==> src/rtl/seq_pkg.sv <==
// seq_pkg
//   Shared definitions for the sequence-controller phase bus and its
//   responder: phase encodings, responder state enum, err_code values and a
//   helper that returns the legal successor of a phase.
package seq_pkg;

  // Phase codes driven by the sequence controller on its q bus.
  typedef enum logic [1:0] {
    START0 = 2'b00,
    START1 = 2'b01,
    START2 = 2'b10,
    FINISH = 2'b11
  } phase_t;

  // Responder states.
  typedef enum logic [1:0] {
    ST_IDLE  = 2'b00,
    ST_TRACK = 2'b01,
    ST_ERR   = 2'b10,
    ST_SYNC  = 2'b11
  } resp_state_t;

  // err_code values.
  localparam logic [1:0] ERR_NONE    = 2'b00;
  localparam logic [1:0] ERR_ILLEGAL = 2'b01;
  localparam logic [1:0] ERR_DWELL   = 2'b10;

  // The phase cycle is a plain modulo-4 increment, so the legal successor
  // is prev + 1 (FINISH wraps back to START0).
  function automatic phase_t next_phase(input phase_t p);
    return phase_t'(p + 2'd1);
  endfunction

endpackage

==> src/rtl/seq_phase_legal.sv <==
// seq_phase_legal
//   Combinational legality check of one (prev, cur) phase pair.
//   Ports:
//     prev        in  2  phase sampled on the previous edge
//     cur         in  2  phase sampled on this edge
//     legal       out 1  pair is an allowed transition or a repeat
//     same_phase  out 1  cur equals prev (a repeat, which feeds the dwell count)
import seq_pkg::*;

module seq_phase_legal (
  input  phase_t prev,
  input  phase_t cur,
  output logic   legal,
  output logic   same_phase
);

  // Repeats are always legal here (00 idles, non-zero repeats are policed by
  // the dwell counter in the responder); otherwise only the successor phase.
  assign same_phase = (cur == prev);
  assign legal      = same_phase || (cur == next_phase(prev));

endmodule

==> src/rtl/seq_phase_responder.sv <==
// seq_phase_responder
//   Consumer side of the sequence controller's 2-bit phase bus. Samples the
//   phase every clock, checks that only start0->start1->start2->finish->start0
//   transitions occur, acknowledges each completed sequence with a one-cycle
//   done pulse and counts it. Violations either latch a sticky error (strict)
//   or resynchronise quietly with a resync pulse (lenient).
//
//   Optional feature macro: SEQ_PHASE_RESP_DWELL_EN
//     defined   -> dwell counter built in; a non-start0 phase held for more
//                  than MAX_DWELL consecutive samples is a violation (err_code 10)
//     undefined -> repeated non-zero phases are legal indefinitely
//
//   Parameters:
//     CNT_W      width of the completed-sequence counter
//     MAX_DWELL  max consecutive samples of one non-start0 phase
//   Ports:
//     clk       in  1      rising-edge clock
//     rst_n     in  1      synchronous active-low reset
//     phase_in  in  2      controller phase code
//     mode      in  1      1 strict, 0 lenient
//     clr_err   in  1      clears sticky error while in ERR
//     busy      out 1      high while tracking a sequence
//     done      out 1      one-cycle pulse per completed sequence
//     resync    out 1      one-cycle pulse on a lenient-mode violation
//     err       out 1      sticky error flag
//     err_code  out 2      01 illegal transition, 10 dwell timeout
//     seq_cnt   out CNT_W  completed sequences, wrapping
import seq_pkg::*;

module seq_phase_responder #(
  parameter int CNT_W     = 8,
  parameter int MAX_DWELL = 4
) (
  input  logic             clk,
  input  logic             rst_n,
  input  logic [1:0]       phase_in,
  input  logic             mode,
  input  logic             clr_err,
  output logic             busy,
  output logic             done,
  output logic             resync,
  output logic             err,
  output logic [1:0]       err_code,
  output logic [CNT_W-1:0] seq_cnt
);

  // Elaboration-time parameter guards.
  if (CNT_W < 1) begin : g_bad_cnt_w
    $error("seq_phase_responder: CNT_W must be >= 1");
  end
  if (MAX_DWELL < 1) begin : g_bad_max_dwell
    $error("seq_phase_responder: MAX_DWELL must be >= 1");
  end

  resp_state_t      state_reg, state_next;
  phase_t           prev_phase_reg;
  phase_t           cur_phase;
  logic             busy_reg, busy_next;
  logic             done_reg, done_next;
  logic             resync_reg, resync_next;
  logic             err_reg, err_next;
  logic [1:0]       err_code_reg, err_code_next;
  logic [CNT_W-1:0] seq_cnt_reg, seq_cnt_next;

  logic             legal;
  logic             same_phase;
  logic             timeout;

  assign cur_phase = phase_t'(phase_in);

  seq_phase_legal u_legal (
    .prev       (prev_phase_reg),
    .cur        (cur_phase),
    .legal      (legal),
    .same_phase (same_phase)
  );

`ifdef SEQ_PHASE_RESP_DWELL_EN
  // Counts consecutive samples of the current phase. It saturates one above
  // MAX_DWELL so it cannot wrap back into the legal range while a phase
  // stays stuck in states that do not check it.
  localparam int DW = $clog2(MAX_DWELL + 2);

  logic [DW-1:0] dwell_reg, dwell_next;

  always_comb begin
    dwell_next = dwell_reg;
    if (!same_phase) begin
      dwell_next = DW'(1);
    end else if (dwell_reg != DW'(MAX_DWELL + 1)) begin
      dwell_next = dwell_reg + DW'(1);
    end
  end

  // This sample would take the run length past MAX_DWELL.
  assign timeout = same_phase && (cur_phase != START0) &&
                   (dwell_reg >= DW'(MAX_DWELL));

  always_ff @(posedge clk) begin
    if (!rst_n) begin
      dwell_reg <= '0;
    end else begin
      dwell_reg <= dwell_next;
    end
  end
`else
  assign timeout = 1'b0;
`endif

  always_comb begin
    state_next    = state_reg;
    done_next     = 1'b0;
    resync_next   = 1'b0;
    err_next      = err_reg;
    err_code_next = err_code_reg;
    seq_cnt_next  = seq_cnt_reg;

    case (state_reg)
      ST_IDLE, ST_TRACK: begin
        if (!legal || timeout) begin
          if (mode) begin
            state_next    = ST_ERR;
            err_next      = 1'b1;
            // An illegal pair outranks a timeout seen on the same edge.
            err_code_next = !legal ? ERR_ILLEGAL : ERR_DWELL;
          end else begin
            state_next  = ST_SYNC;
            resync_next = 1'b1;
          end
        end else if (state_reg == ST_IDLE) begin
          if (cur_phase == START1) begin
            state_next = ST_TRACK;
          end
        end else if (prev_phase_reg == FINISH && cur_phase == START0) begin
          state_next   = ST_IDLE;
          done_next    = 1'b1;
          seq_cnt_next = seq_cnt_reg + CNT_W'(1);
        end
      end
      ST_ERR: begin
        if (clr_err) begin
          state_next    = ST_SYNC;
          err_next      = 1'b0;
          err_code_next = ERR_NONE;
        end
      end
      ST_SYNC: begin
        if (cur_phase == START0) begin
          state_next = ST_IDLE;
        end
      end
      default: state_next = ST_IDLE;
    endcase

    busy_next = (state_next == ST_TRACK);
  end

  always_ff @(posedge clk) begin
    if (!rst_n) begin
      state_reg      <= ST_IDLE;
      prev_phase_reg <= START0;
      busy_reg       <= 1'b0;
      done_reg       <= 1'b0;
      resync_reg     <= 1'b0;
      err_reg        <= 1'b0;
      err_code_reg   <= ERR_NONE;
      seq_cnt_reg    <= '0;
    end else begin
      state_reg      <= state_next;
      prev_phase_reg <= cur_phase;
      busy_reg       <= busy_next;
      done_reg       <= done_next;
      resync_reg     <= resync_next;
      err_reg        <= err_next;
      err_code_reg   <= err_code_next;
      seq_cnt_reg    <= seq_cnt_next;
    end
  end

  assign busy     = busy_reg;
  assign done     = done_reg;
  assign resync   = resync_reg;
  assign err      = err_reg;
  assign err_code = err_code_reg;
  assign seq_cnt  = seq_cnt_reg;

endmodule

==> config.mk <==
export PLATFORM = sky130hd
export DESIGN_NAME = seq_phase_responder
export DESIGN_NICKNAME = d
export VERILOG_FILES = /design/src/rtl/seq_pkg.sv /design/src/rtl/seq_phase_legal.sv /design/src/rtl/seq_phase_responder.sv
export SDC_FILE = /design/constraint.sdc
export NUM_CORES = 1
export LEC_CHECK = 0
export ABC_AREA = 1
export CORE_UTILIZATION = 50
export CTS_CLUSTER_DIAMETER = 30
export DETAILED_ROUTE_END_ITERATION = 16
export DONT_BUFFER_PORTS = 1
export MAX_ROUTING_LAYER = met4
export SYNTH_ARGS = -nofsm -noshare
export SYNTH_HDL_FRONTEND = slang
export SYNTH_SLANG_ARGS = --single-unit
export TNS_END_PERCENT = 50
==> constraint.sdc <==
create_clock -name clk -period 4.5 [get_ports clk]
set_clock_uncertainty 0.2 [all_clocks]
set_input_delay 0.9 -clock clk [delete_from_list [all_inputs] [get_ports clk]]
set_output_delay 0.9 -clock clk [all_outputs]
set_load 0.05 [all_outputs]
# == Word-level counts from Yosys, hierarchy flattened ==
# Cells that the tools add are included.
# op_classes
n_addsub,2
n_mul,0
div,0
magnitude_cmp,0
n_eq_ne,11
n_shift,0
mux,18
n_bitwise,4
reduce_logical,10
# op_table
cell,count
$mux 2,9
$add 8x1->8 const B,1
$reduce_and 4->1,2
$eq 2x1->1 const B,3
$eq 2x2->1 const B,3
$mux 1,6
$ne 2x2->1 const B,3
$pmux 2 s3,1
$eq 2x2->1,2
$logic_not 2->1,2
$not 1->1,4
$pmux 2 s2,1
$reduce_or 4->1,1
$reduce_or 3->1,1
$add 2x1->2 const B,1
$pmux 1 s2,1
$reduce_bool 2->1,1
$reduce_or 2->1,1
$logic_and 1x1->1,1
$logic_or 1x1->1,1
# totals
ff_bits,18
latchBits,0
ramBits,0
mem_bits_ro,0
inputBits,6
word_cells,53
n_memories,0

# == Depth between registers and ports, before layout ==
# logic_depth
ltp_word,7
mapped_depth,11

# == Hierarchy ==
# A second synthesis with hierarchy kept.
# hier_totals
cells_unflattened,128
area_unflattened_um2,843.3
# modules_own_cells
mod,instances,cells_each,area_each_um2,seq_area_each_um2
seq_phase_responder,1,111,777.0,320.3
seq_phase_legal,1,17,66.3,0.0

# == Worst setup path after synthesis ==
# No wires, ideal clock.
# synth_path
path_type,reg2out
startpoint,"register err_code_reg[0], in the netlist err_code[0]"
endpoint,output err_code[0]
arrival_ns,0.913
required_ns,3.400
slack_ns,2.487
stages_incl_launch_ff,2
n_path_buf,1
cell_sequence,dfxtp_1 buf_4
# synth_lines
element,line,source
"start, declared",seq_phase_responder.sv:62,"logic [1:0] err_code_reg, err_code_next;"
"start signal, assigned",seq_phase_responder.sv:175,err_code_reg <= err_code_next;
"end, declared",seq_phase_responder.sv:43,"output logic [1:0] err_code,"
# No word-level cell between the ends.

==> results_dict.tcl <==
set metrics [dict create \
    clockRootBuffer "sky130_fd_sc_hd__clkbuf_4" \
    clockBufferDepth 2 \
    die-width_um 44.2 \
    grt_first_pass_wirelength_mm 2.85 \
    fp.coreArea_mm2 0.00159 \
    routed_wirelength_mm 1.70 \
    grt_pass1_vias 689 \
    start_util_pct 56.0 \
    cts-buffers-inserted 3 \
    grt_overflow 0 \
    count_of_standard_cell_rows 14 \
    combinationalPowerShare_pct 11.9 \
    pwr-share-clk_pct 32.3 \
    ant_nets 0 \
    floorplan.die.height_um 44.2 \
    dr.pass1.iters 4 \
    path_clk_slew_ns 0.09 \
    p_int_uw 205 \
    yosys.area_share.xor_xnor_pct 0.982 \
    final_nets 142 \
    share_of_cells_above_drive_strength_1_pct 8.27 \
    cp_max_fo 3 \
    hpwlAfterDp_mm 1.24 \
    powerDensity_mw_per_mm2 310 \
    synth_warnings 0 \
    cp.arrival_ns 1.24 \
    largest_family_of_logic_cells_by_synthesized_area "simple AND/OR/NAND/NOR gates" \
    grt_util_met3_pct 8.57 \
    p_sw_share_pct 28.4 \
    worst_r2r_startpoint "seq_cnt[1]$_SDFFE_PN0P_" \
    flow.area_growth_from_synthesis_pct 3.65 \
    cts_tree "built" \
    h_tree_depth_reported_by_cts 1 \
    grt_max_degree 14 \
    seq_area_frac_synth_pct 35.9 \
    irDropWorstVdd_mv 0.214 \
    track_usage_pct 20.2 \
    largest_reg_flops 8 \
    n_antenna_cell 0 \
    clkSinkCount 16 \
    yosys.area.top_type_share_pct 35.9 \
    maxCapViolations 0 \
    setup.worst_path.end_class "output port" \
    asyncSetResetFlopFracSynth_pct 0 \
    portBuffers 0 \
    postSynthCellCount 134 \
    yosys_most_used_dff "sky130_fd_sc_hd__dfxtp_1" \
    synth.most_common_cell "sky130_fd_sc_hd__nand2_1" \
    drt_iter0_drc 7 \
    p_leak_uw 0.000414 \
    worstMarginPinSlew_ns 0.955 \
    via_density_per_instance 4.99 \
    fin_cells 157 \
    seq_power_share_pct 55.8 \
    critical_path.startpoint "err_code[0]$_SDFFE_PN0P_" \
    yosys_register_bits 16 \
    netlist_top_cells_count "sky130_fd_sc_hd__nand2_1 (44), sky130_fd_sc_hd__inv_1 (17), sky130_fd_sc_hd__dfxtp_1 (16)" \
    antenna_violations_before_repair 0 \
    synth_edf_count 0 \
    grt_use_met2_pct 29.7 \
    met1_usage_grt_pct 26.0 \
    period_minus_slack_ns 2.34 \
    detailroute.via_count 784 \
    netSwitchingPower_uw 81.2 \
    yosys-top-cells-area "sky130_fd_sc_hd__dfxtp_1 (36%), sky130_fd_sc_hd__nand2_1 (19%), sky130_fd_sc_hd__inv_1 (7.2%)" \
    fmax_mhz 426 \
    slew_violations 0 \
    syn_nets 142 \
    yosysTopAreaCell "sky130_fd_sc_hd__dfxtp_1" \
    syn_area_um2 892 \
    top_level_ports 20 \
    arithmetic_cell_share_of_the_synthesized_area_counting_full_adders_half_adders_and_majority_gates_pct 2.81 \
    post_synth_simple_gate_area_pct 39.7 \
    post_cts.resized_instances 0 \
    post_synth_mux_area_share_pct 0 \
    min_period_over_period_pct 52.1 \
    run_status "complete, no violations" \
    synth_compound_gate_area_share_pct 8.42 \
    post_drt_wl_per_cell_um 10.8 \
    data_required_time_of_the_critical_path_ns 3.40 \
    place_inst 153 \
    cts_post_setup_buffers_inserted 0 \
    gpl.final_weighted_congestion 0.828 \
    tns_ns 0 \
    timing.hold.worst.class "reg2reg" \
    hold_wc_startpoint "state_reg[1]$_SDFF_PN0_" \
    yosys.cell_types.count 22 \
    drc 0 \
    insertion_delay_ns 0.28 \
    postCtsHoldBufs 0 \
    gr-max-usage-layer "met2" \
    die-area_mm2 0.00196 \
    timing_hold_violations_final 0 \
    crit_path_start_kind "flip-flop" \
    avgSynthCellArea_um2 6.66 \
    setup-violations-final 0 \
    grt_setup_unrepaired "no" \
    critical_path_class "reg2out" \
    maxSlewHeadroom_pct 36.2 \
]
## cell type report
class	instances	area, µm²
flip-flops and latches	16	320
well taps	24	30.0
inverters	19	71.3
clock buffers	4	36.3
multi-input cells	94	467
fillers	168	669
## per-stage QoR
| stage | power, µW | hold slack, ns | utilization, % | setup WS (ns) | area (µm²) |
|---|---|---|---|---|---|
| finish | 286 | 0.413 | 58.0 | 2.16 | 925 |
| global route | 302 | 0.470 | 58.0 | 2.12 | 925 |
| CTS | 290 | 0.410 | 58.0 | 2.15 | 925 |
| detailed placement | 197 | 0.390 | 55.7 | 2.46 | 888 |
| global placement | 196 | 0.391 | 55.7 | 2.47 | 888 |
| floorplan | 196 | 0.337 | - | 2.49 | 892 |
## worst paths after layout
| check | slack (ns) | cells after the start | endpoint |
|---|---|---|---|
| setup reg to reg | 2.53 | 7 | seq_cnt[6]$_SDFFE_PN0P_ |
| setup / recovery | 2.16 | 0 | err |
| hold / removal | 0.41 | 3 | resync$_SDFF_PP0_ |
| hold reg to reg | 0.41 | 3 | resync$_SDFF_PP0_ |
## power groups by stage
stage / combinational [µW] / sequential (µW) / clock (µW)
2_1_floorplan: 36.7 / 159 / 0
3_3_place_gp: 33.5 / 163 / 0
3_5_place_dp: 33.9 / 163 / 0
4_1_cts: 34.1 / 160 / 96.2
5_1_grt: 38.8 / 160 / 103
6_report: 34.0 / 160 / 92.6
## layer usage
layer  part of all wire [%]  wire (µm)
met1                     48        818
met2                     46        779
met3                    5.2         89
met4                   0.59         10
met5                      0          0
## cells by family after synthesis
kind of cell,after synthesis
other cells,1
simple gates,76
flops,16
fa+ha+maj,2
xor+xnor,1
compound gates,14
buf+inv,24
## cells in the final DEF, fill, tap and decap left out
cell | netlist | routed
sky130_fd_sc_hd__nand2_1 | 44 | 44
sky130_fd_sc_hd__inv_1 | 17 | 17
sky130_fd_sc_hd__dfxtp_1 | 16 | 16
sky130_fd_sc_hd__nor2_1 | 11 | 11
sky130_fd_sc_hd__nand4_1 | 9 | 9
sky130_fd_sc_hd__a21oi_1 | 9 | 9
sky130_fd_sc_hd__nand3_1 | 5 | 5
sky130_fd_sc_hd__nand2_2 | 3 | 3
sky130_fd_sc_hd__clkbuf_4 | 0 | 3
sky130_fd_sc_hd__inv_2 | 2 | 2
sky130_fd_sc_hd__o21ai_0 | 2 | 2
sky130_fd_sc_hd__nor3_1 | 2 | 2
sky130_fd_sc_hd__ha_1 | 2 | 2
sky130_fd_sc_hd__nor2_8 | 1 | 1
sky130_fd_sc_hd__nand3_4 | 1 | 1
sky130_fd_sc_hd__o22ai_1 | 1 | 1
sky130_fd_sc_hd__xor2_1 | 1 | 1
sky130_fd_sc_hd__o31ai_1 | 1 | 1
sky130_fd_sc_hd__a31oi_1 | 1 | 1
sky130_fd_sc_hd__conb_1 | 1 | 1
sky130_fd_sc_hd__clkbuf_8 | 0 | 1
No activity file was read; power rests on OpenSTA's default activity.
